[src/rtl/mfp_uart_loader_ctrl.sv]
// UART boot loader: turns a framed byte stream into 32-bit memory writes.
// Frame: header, ADDR x4, COUNT, COUNT*4 data bytes (MSB first), CSUM.
module mfp_uart_loader_ctrl #(
    parameter int unsigned timeout_cycles = 50000000,
    parameter logic [7:0]  header_byte    = 8'hA5
) (
    input  logic        clock,
    input  logic        reset_n,
    input  logic [7:0]  byte_data,
    input  logic        byte_ready,
    output logic        write_valid,
    input  logic        write_ready,
    output logic [31:0] write_address,
    output logic [31:0] write_data,
    output logic        busy,
    output logic        packet_done,
    output logic        error_checksum,
    output logic        error_overrun,
    output logic        error_timeout
);

    localparam int unsigned TW = $clog2(timeout_cycles + 1);

    localparam logic [2:0] S_IDLE   = 3'd0;
    localparam logic [2:0] S_ADDR   = 3'd1;
    localparam logic [2:0] S_COUNT  = 3'd2;
    localparam logic [2:0] S_DATA   = 3'd3;
    localparam logic [2:0] S_CSUM   = 3'd4;
    localparam logic [2:0] S_FINISH = 3'd5;

    logic [2:0]    state_q, state_d;
    logic [31:0]   addr_q, addr_d;
    logic [31:0]   shift_q, shift_d;
    logic [1:0]    byte_cnt_q, byte_cnt_d;
    logic [8:0]    word_cnt_q, word_cnt_d;
    logic [7:0]    sum_q, sum_d;
    logic [TW-1:0] tmo_q, tmo_d;
    logic          wvalid_q, wvalid_d;
    logic [31:0]   waddr_q, waddr_d;
    logic [31:0]   wdata_q, wdata_d;
    logic          done_q, done_d;
    logic          err_csum_q, err_csum_d;
    logic          err_ovr_q, err_ovr_d;
    logic          err_tmo_q, err_tmo_d;

    logic [7:0]    sum_add;
    logic          active;
    logic          timeout_hit;

    assign sum_add     = sum_q + byte_data;
    assign active      = state_q inside {S_ADDR, S_COUNT, S_DATA, S_CSUM};
    assign timeout_hit = active && !byte_ready
                         && (tmo_q == TW'(timeout_cycles - 1));

    // Next-state logic for the frame parser, write port and error flags.
    always_comb begin
        state_d    = state_q;
        addr_d     = addr_q;
        shift_d    = shift_q;
        byte_cnt_d = byte_cnt_q;
        word_cnt_d = word_cnt_q;
        sum_d      = sum_q;
        wvalid_d   = wvalid_q;
        waddr_d    = waddr_q;
        wdata_d    = wdata_q;
        done_d     = 1'b0;
        err_csum_d = err_csum_q;
        err_ovr_d  = err_ovr_q;
        err_tmo_d  = err_tmo_q;

        if (byte_ready || !active) begin
            tmo_d = '0;
        end else begin
            tmo_d = tmo_q + TW'(1);
        end

        if (wvalid_q && write_ready) begin
            wvalid_d = 1'b0;
        end

        case (state_q)
            S_IDLE: begin
                if (byte_ready && byte_data == header_byte) begin
                    state_d    = S_ADDR;
                    sum_d      = 8'h00;
                    byte_cnt_d = 2'd0;
                    err_csum_d = 1'b0;
                    err_ovr_d  = 1'b0;
                    err_tmo_d  = 1'b0;
                end
            end
            S_ADDR: begin
                if (byte_ready) begin
                    sum_d      = sum_add;
                    shift_d    = {shift_q[23:0], byte_data};
                    byte_cnt_d = byte_cnt_q + 2'd1;
                    if (byte_cnt_q == 2'd3) begin
                        addr_d  = {shift_q[23:0], byte_data[7:2], 2'b00};
                        state_d = S_COUNT;
                    end
                end
            end
            S_COUNT: begin
                if (byte_ready) begin
                    sum_d      = sum_add;
                    byte_cnt_d = 2'd0;
                    word_cnt_d = (byte_data == 8'h00) ? 9'd256
                                                      : {1'b0, byte_data};
                    state_d    = S_DATA;
                end
            end
            S_DATA: begin
                if (byte_ready) begin
                    sum_d      = sum_add;
                    shift_d    = {shift_q[23:0], byte_data};
                    byte_cnt_d = byte_cnt_q + 2'd1;
                    if (byte_cnt_q == 2'd3) begin
                        // Slot still occupied and not freed this edge:
                        // drop the new word and abandon the packet.
                        if (wvalid_q && !write_ready) begin
                            err_ovr_d = 1'b1;
                            state_d   = S_IDLE;
                        end else begin
                            wvalid_d   = 1'b1;
                            waddr_d    = addr_q;
                            wdata_d    = {shift_q[23:0], byte_data};
                            addr_d     = addr_q + 32'd4;
                            word_cnt_d = word_cnt_q - 9'd1;
                            if (word_cnt_q == 9'd1) begin
                                state_d = S_CSUM;
                            end
                        end
                    end
                end
            end
            S_CSUM: begin
                if (byte_ready) begin
                    sum_d = sum_add;
                    if (sum_add == 8'h00) begin
                        state_d = S_FINISH;
                    end else begin
                        err_csum_d = 1'b1;
                        state_d    = S_IDLE;
                    end
                end
            end
            S_FINISH: begin
                if (!wvalid_q) begin
                    done_d  = 1'b1;
                    state_d = S_IDLE;
                end
            end
            default: begin
                state_d = S_IDLE;
            end
        endcase

        if (timeout_hit) begin
            err_tmo_d = 1'b1;
            state_d   = S_IDLE;
        end
    end

    // State registers; reset drops any pending write immediately.
    always_ff @(posedge clock or negedge reset_n) begin
        if (!reset_n) begin
            state_q    <= S_IDLE;
            addr_q     <= '0;
            shift_q    <= '0;
            byte_cnt_q <= '0;
            word_cnt_q <= '0;
            sum_q      <= '0;
            tmo_q      <= '0;
            wvalid_q   <= 1'b0;
            waddr_q    <= '0;
            wdata_q    <= '0;
            done_q     <= 1'b0;
            err_csum_q <= 1'b0;
            err_ovr_q  <= 1'b0;
            err_tmo_q  <= 1'b0;
        end else begin
            state_q    <= state_d;
            addr_q     <= addr_d;
            shift_q    <= shift_d;
            byte_cnt_q <= byte_cnt_d;
            word_cnt_q <= word_cnt_d;
            sum_q      <= sum_d;
            tmo_q      <= tmo_d;
            wvalid_q   <= wvalid_d;
            waddr_q    <= waddr_d;
            wdata_q    <= wdata_d;
            done_q     <= done_d;
            err_csum_q <= err_csum_d;
            err_ovr_q  <= err_ovr_d;
            err_tmo_q  <= err_tmo_d;
        end
    end

    assign write_valid    = wvalid_q;
    assign write_address  = waddr_q;
    assign write_data     = wdata_q;
    assign busy           = (state_q != S_IDLE) | wvalid_q;
    assign packet_done    = done_q;
    assign error_checksum = err_csum_q;
    assign error_overrun  = err_ovr_q;
    assign error_timeout  = err_tmo_q;

endmodule

[config.mk]
export PLATFORM = sky130hd
export DESIGN_NAME = mfp_uart_loader_ctrl
export DESIGN_NICKNAME = d
export VERILOG_FILES = /design/src/rtl/mfp_uart_loader_ctrl.sv
export SDC_FILE = /design/constraint.sdc
export NUM_CORES = 1
export LEC_CHECK = 0
export CORE_ASPECT_RATIO = 1.5
export CORE_MARGIN = 2
export CORE_UTILIZATION = 60
export DETAILED_ROUTE_END_ITERATION = 8
export PLACE_DENSITY_LB_ADDON = 0.05
export REMOVE_ABC_BUFFERS = 1
export SLEW_MARGIN = 20
export SYNTH_ARGS = -nofsm -noshare
export SYNTH_HDL_FRONTEND = slang
export SYNTH_SLANG_ARGS = --single-unit
export TNS_END_PERCENT = 1
[constraint.sdc]
create_clock -name clock -period 3.55 [get_ports clock]
set_input_delay 0.5325 -clock clock [delete_from_list [all_inputs] [get_ports clock]]
set_output_delay 0.5325 -clock clock [all_outputs]
set_load 0.01 [all_outputs]
# Yosys cells after proc, flatten, opt, wreduce, memory -nomap -nowiden
# Cells that the tools add are included.
# totals
register_bits	173
latch_bits	0
ram_bits	0
romBits	0
inputBits	12
output_inout_bits	70
wordCells	135
n_memories	0
# classes
addsub	5
n_mul	0
n_div	0
n_lt_le_gt_ge	0
n_eq_ne	30
n_shift	0
muxes	50
bitwise	2
n_reduce_logical	34
# ops
op	count
$mux 32	5
$pmux 32 s2	1
$mux 9	5
$mux 3	12
$add 32x3->32 const B	1
$add 26x1->26 const B	1
$eq 26x26->1 const B	1
$mux 26	1
$ne 3x3->1 const B	6
$pmux 3 s6	1
$pmux 9 s2	1
$logic_not 8->1	2
$mux 8	2
$pmux 8 s2	1
$mux 1	15
$ne 2x2->1 const B	7
$reduce_bool 2->1	7
$reduce_and 4->1	3
$ne 2x1->1 const B	5
$reduce_and 5->1	2
$eq 9x1->1 const B	1
$reduce_and 9->1	1
$sub 9x1->9 const B	1
$add 8x8->8	1
24 further kinds	38

# Logic depth before layout (Yosys ltp)
# depth
word_depth	7
ltp_mapped	8
ltp_nobuf	7

# Worst setup path before layout
# OpenSTA, ideal clock, no wires.
# synth_timing
kind	input to register
from	input byte_data[0]
to	register err_csum_q (netlist: error_checksum)
setup_time_ns	0.121
arrival_ns	2.208
t_required_ns	3.429
setup_slack_ns	1.221
path_stages	7
path_buffers	0
path_cell_list	ha_1 -> fa_1 -> a211oi_1 -> o21bai_1 -> a221oi_1 -> nand4b_1 -> a22o_1
# synth_via
elab_chain_len	4
word_cells_on_any_way	7
cone_classes	1 x add/sub; 3 x eq/ne; 3 x reduce/logical
# synth_lines
item	line_no	text
start: declaration	9	input logic [7:0] byte_data,
$add 8x8->8 or $eq 8x8->1 (tied branches)	50, 83	
$logic_not 8->1 or $logic_and 1x1->1 (tied branches)	139, 83	
$ne 2x2->1 (no source line)	-	
$reduce_and 4->1 (no source line) *	-	
end signal: assignment	193	err_csum_q <= err_csum_d;
end: declaration	42	logic err_csum_q, err_csum_d;
# Every way passes the cells marked *; elsewhere a longest branch is shown, timed or not.
# A chain may end at the register's enable or synchronous reset.

# Worst setup path after layout
# Same ends and word-level chain as after synthesis.

==> summary.md <==
| Metric | Value |
|---|---|
| Port bufs | `between 70 and 80` |
| Clock Power Share | `between 20% and 30%` |
| Largest net degree at the start of global routing | `between 70 and 80` |
| Via density | `6.50` |
| Critical Path Max Stage Delay | `slightly above 0.5 ns` |
| Core area | `roughly 13,000 µm²` |
| Final Wtd Congestion | `approximately 0.90` |
| Worst path arrival time | `between 3 and 4 ns` |
| Die Area | `roughly 15,000 µm²` |
| Hold Path Class | `input pin to asynchronous set/reset pin` |
| Status | `finished, final reports clean` |
| DR vias | `6,447` |
| Top delay family on crit path | `compound AO/OA/AOI/OAI gates` |
| Fin crit period | `2.75 ns` |
| Post-layout util | `72.3%` |
| Seq/Total Area, Yosys | `between 50 and 60%` |
| Number of fill cells | `between 900 and 1k` |
| CP max-delay cell | `clkdlybuf4s50_1` |
| I/O pin cnt | `just over 80` |
| Register share of total power | `44.2%` |
| Synth Flop Type | `dfrtp_1` |
| Vias in the first global route | `between 6k and 7k` |
| Share of cells above drive strength 1 | `a little over a tenth` |
| R2R Path End | `addr_q[27]$_DFFE_PN0P_` |
| Reg2reg path depth | `5` |
| TNS Setup | `0 ns` |
| Setup CP Type | `input pin to flop` |
| Leakage | `between 4 and 5 nW` |
| CP Launch Point | `byte_data[0]` |
| Maximum clock rate | `around 0.36 GHz` |
| TritonCTS clock tree | `yes` |
| Die Wd | `between 90 and 100 µm` |
| Num CTS Buffers | `17` |
| Worst path cell trace | `clkdlybuf4s50_1, ha_1, fa_1, a211oi_1, o21bai_1, a221oi_1, nand4b_1, a22o_1` |
| DRT Wirelength | `between 20,000 and 25,000 µm` |
| Worst Path Buf+Inv | `1` |
| FF-to-FF setup slack | `between 1 and 1.5 ns` |
| Synth Instances | `~750` |
| Unrepaired setup endpoints after global routing | `no` |
| H-tree levels | `4` |
| Remaining antenna violation count | `0` |
| Worst IR Drop VDD | `around 0.00036 V` |
| Max Root-Sink Buffers | `2` |
| Fin nets | `between 800 and 900` |
| Combinational power share | `between 30% and 40%` |
| DPL Wire Length | `~14,000 µm` |
| Initial Utilization | `61.2%` |
| Initial antenna violation count | `0` |
| Synth async-reset ratio | `between 90% and 100%` |
| Netlist cell types | `73` |
| GRT Total Usage | `28.8%` |
| CTS Hold Bufs | `0` |
| Syn_area_per_cell | `between 10 and 15 µm²` |
| Aggregate global routing overflow | `0` |
| Switch share | `35.7%` |
| Final setup margin | `0.797 ns` |
| Initial DRC Count | `between 400 and 500` |
| Synthesized area | `around 8200 µm²` |
| CTS clk-pin slew, worst paths | `about 0.07 ns` |
| CTS Sinks | `169` |
| Area Growth Syn to Fin | `18.1%` |
| First-pass GRT wire length | `33,300 µm` |
| Final Max Slew Viols | `0` |
| Final setup fails | `0` |
| Internal power | `0.00444 W` |
| CP Depth | `8` |
| Number of synthesis warnings | `0` |
| MaxCap Viol Count | `0` |
| WP data required | `3.86 ns` |
| Type of origin of the critical path | `input pin` |
| WL per Instance | `20.3 µm` |
| Post-cts sizing count | `0` |
| CTS root buffer | `clkbuf_16` |
| Rel. slew slack | `between 30 and 40%` |
| Clock skew | `0.0110 ns` |
| Site Rows | `52` |
| Die Y | `about 150 µm` |
| R2R Path Start | `state_q[0]$_DFFE_PN0P_` |
| Post-CTS Repair Setup Buffers | `0` |
| Router iterations before antenna repair | `5` |
| Crit end category | `flop` |
| Worst-Margin Slew | `0.901 ns` |
| CP max FO | `6` |
| PD cells | `713 nW/µm²` |
| Sw power | `0.00247 W` |
| Synth Register Bits | `roughly 170` |
| Period utilisation layout | `between 70% and 80%` |
| Final Hold Fails | `0` |
| Clk Latency, worst-skew pair | `between 0.4 and 0.5 ns` |
| DRC | `0` |
| Worst Setup EP | `error_checksum$_DFFE_PN0P_` |
| Post-place setup slack | `around 0.42 ns` |
| Hold slack | `about 0.14 ns` |
| N_diodes | `0` |
| Number of synthesized flops with an enable pin | `0` |
[placed cells by master (no fill, tap or decap), types with 8 or more instances in the layout]
master,netlist,routed
dfrtp_1,169,169
clkdlybuf4s50_1,0,78
nor2_1,62,62
mux2_1,61,61
nand2_1,48,48
a21oi_1,46,46
nand3_1,26,26
o21ai_0,25,25
mux2_2,24,24
and3_1,20,20
xnor2_1,17,17
clkbuf_16,0,17
nand4_1,16,16
nor3_1,14,14
o22a_1,13,13
ha_1,12,12
a31oi_1,11,11
buf_4,3,11
inv_1,8,8
xor2_1,8,8
[metrics by stage]
stage,std cells,area [µm²],power [W]
global placement,961,9120,0.00501
global route,992,9680,0.00729
finish,992,9680,0.00691
floorplan,707,8010,0.00424
detailed placement,961,9120,0.00513
CTS,992,9680,0.00690
[worst reg2reg max path: cells and delay by family, from the launching register on]
family | cells | cell delay (ns)
AO/OA/AOI/OAI | 2 | 0.37
buffers and inverters | 1 | 0.60
AND/OR/NAND/NOR | 2 | 0.77
flip-flops | 1 | 0.60
[Yosys cell counts (3+ instances only)]
master | count | area share (%)
dfrtp_1 | 169 | 52
nor2_1 | 62 | 2.8
mux2_1 | 61 | 8.4
nand2_1 | 48 | 2.2
a21oi_1 | 46 | 2.8
nand3_1 | 26 | 1.6
o21ai_0 | 25 | 1.5
mux2_2 | 24 | 3.3
buf_2 | 22 | 1.3
and3_1 | 20 | 1.5
xnor2_1 | 17 | 1.8
nand4_1 | 16 | 1.2
clkbuf_1 | 14 | 0.64
nor3_1 | 14 | 0.85
o22a_1 | 13 | 1.4
ha_1 | 12 | 1.8
a31oi_1 | 11 | 0.84
inv_1 | 8 | 0.37
xor2_1 | 8 | 0.85
a22o_1 | 7 | 0.75
and2_1 | 7 | 0.53
nor4_1 | 7 | 0.53
o211ai_1 | 7 | 0.64
a2bb2oi_1 | 6 | 0.64
nand3b_1 | 6 | 0.55
and4_1 | 5 | 0.53
o22ai_1 | 5 | 0.38
or3_1 | 4 | 0.31
a211o_1 | 3 | 0.32
a211oi_1 | 3 | 0.27
a21o_1 | 3 | 0.27
a32o_1 | 3 | 0.37
buf_1 | 3 | 0.14
buf_4 | 3 | 0.27
nand2b_1 | 3 | 0.23
o21ai_1 | 3 | 0.18
o2bb2ai_1 | 3 | 0.32
or4_1 | 3 | 0.27
[how the worst min path moves through the flow]
stage | endpoint | cells after the start | startpoint | slack [ns]
2_1_floorplan | addr_q[10]$_DFFE_PN0P_ | 0 | reset_n | 0.24
3_3_place_gp | tmo_q[0]$_DFF_PN0_ | 1 | tmo_q[0]$_DFF_PN0_ | 0.47
3_5_place_dp | write_address[30]$_DFFE_PN0P_ | 1 | write_address[30]$_DFFE_PN0P_ | 0.48
4_1_cts | write_data[24]$_DFFE_PN0P_ | 1 | reset_n | 0.17
5_1_grt | write_data[24]$_DFFE_PN0P_ | 1 | reset_n | 0.20
6_report | write_data[25]$_DFFE_PN0P_ | 1 | reset_n | 0.14
[registers in the layout, summed over array words and instances (netlist names)]
name	flops
addr_q	30
byte_cnt_q	2
write_data	32
error_overrun	1
tmo_q	26
write_address	30
error_checksum	1
sum_q	8
error_timeout	1
shift_q	24
state_q	3
word_cnt_q	9
write_valid	1
packet_done	1
[power groups by stage]
stage	clock network (W)	registers, W	logic, W
finish	0.00177	0.00305	0.00209
global route	0.00187	0.00313	0.00229
CTS	0.00178	0.00304	0.00208
detailed placement	0	0.00307	0.00206
global placement	0	0.00303	0.00198
floorplan	0	0.00291	0.00134
[layout make-up]
cell class	instances	area (µm²)	area share, %
inverters	8	30.0	0.310
flip-flops and latches	169	4230	43.7
well taps	162	203	2.09
repair buffers	92	915	9.44
clock inverters	12	118	1.21
clock buffers	19	443	4.57
multi-input cells	530	3750	38.7
[cells by family (layout without fill, tap and decap cells)]
logic type / after synthesis / after routing / share of synthesized area (%)
AO/OA/AOI/OAI: 158 / 158 / 13.0
adder cells (fa/ha/maj): 13 / 13 / 2.08
buffers and inverters: 50 / 131 / 2.76
other: 1 / 2 / 0.0457
AND/OR/NAND/NOR: 247 / 247 / 16.2
XOR/XNOR: 25 / 25 / 2.67
multiplexers: 85 / 85 / 11.7
flip-flops: 169 / 169 / 51.6
[per-layer routing]
layer / GRT usage, % / share of wire [%] / vias to the layer above
li1: - / - / 2887
met1: 33.6 / 38 / 3238
met2: 50.3 / 53 / 246
met3: 4.52 / 4.5 / 76
met4: 15.3 / 4.7 / 0
met5: 0 / 0 / -
Power figures use the tool's default switching activity.
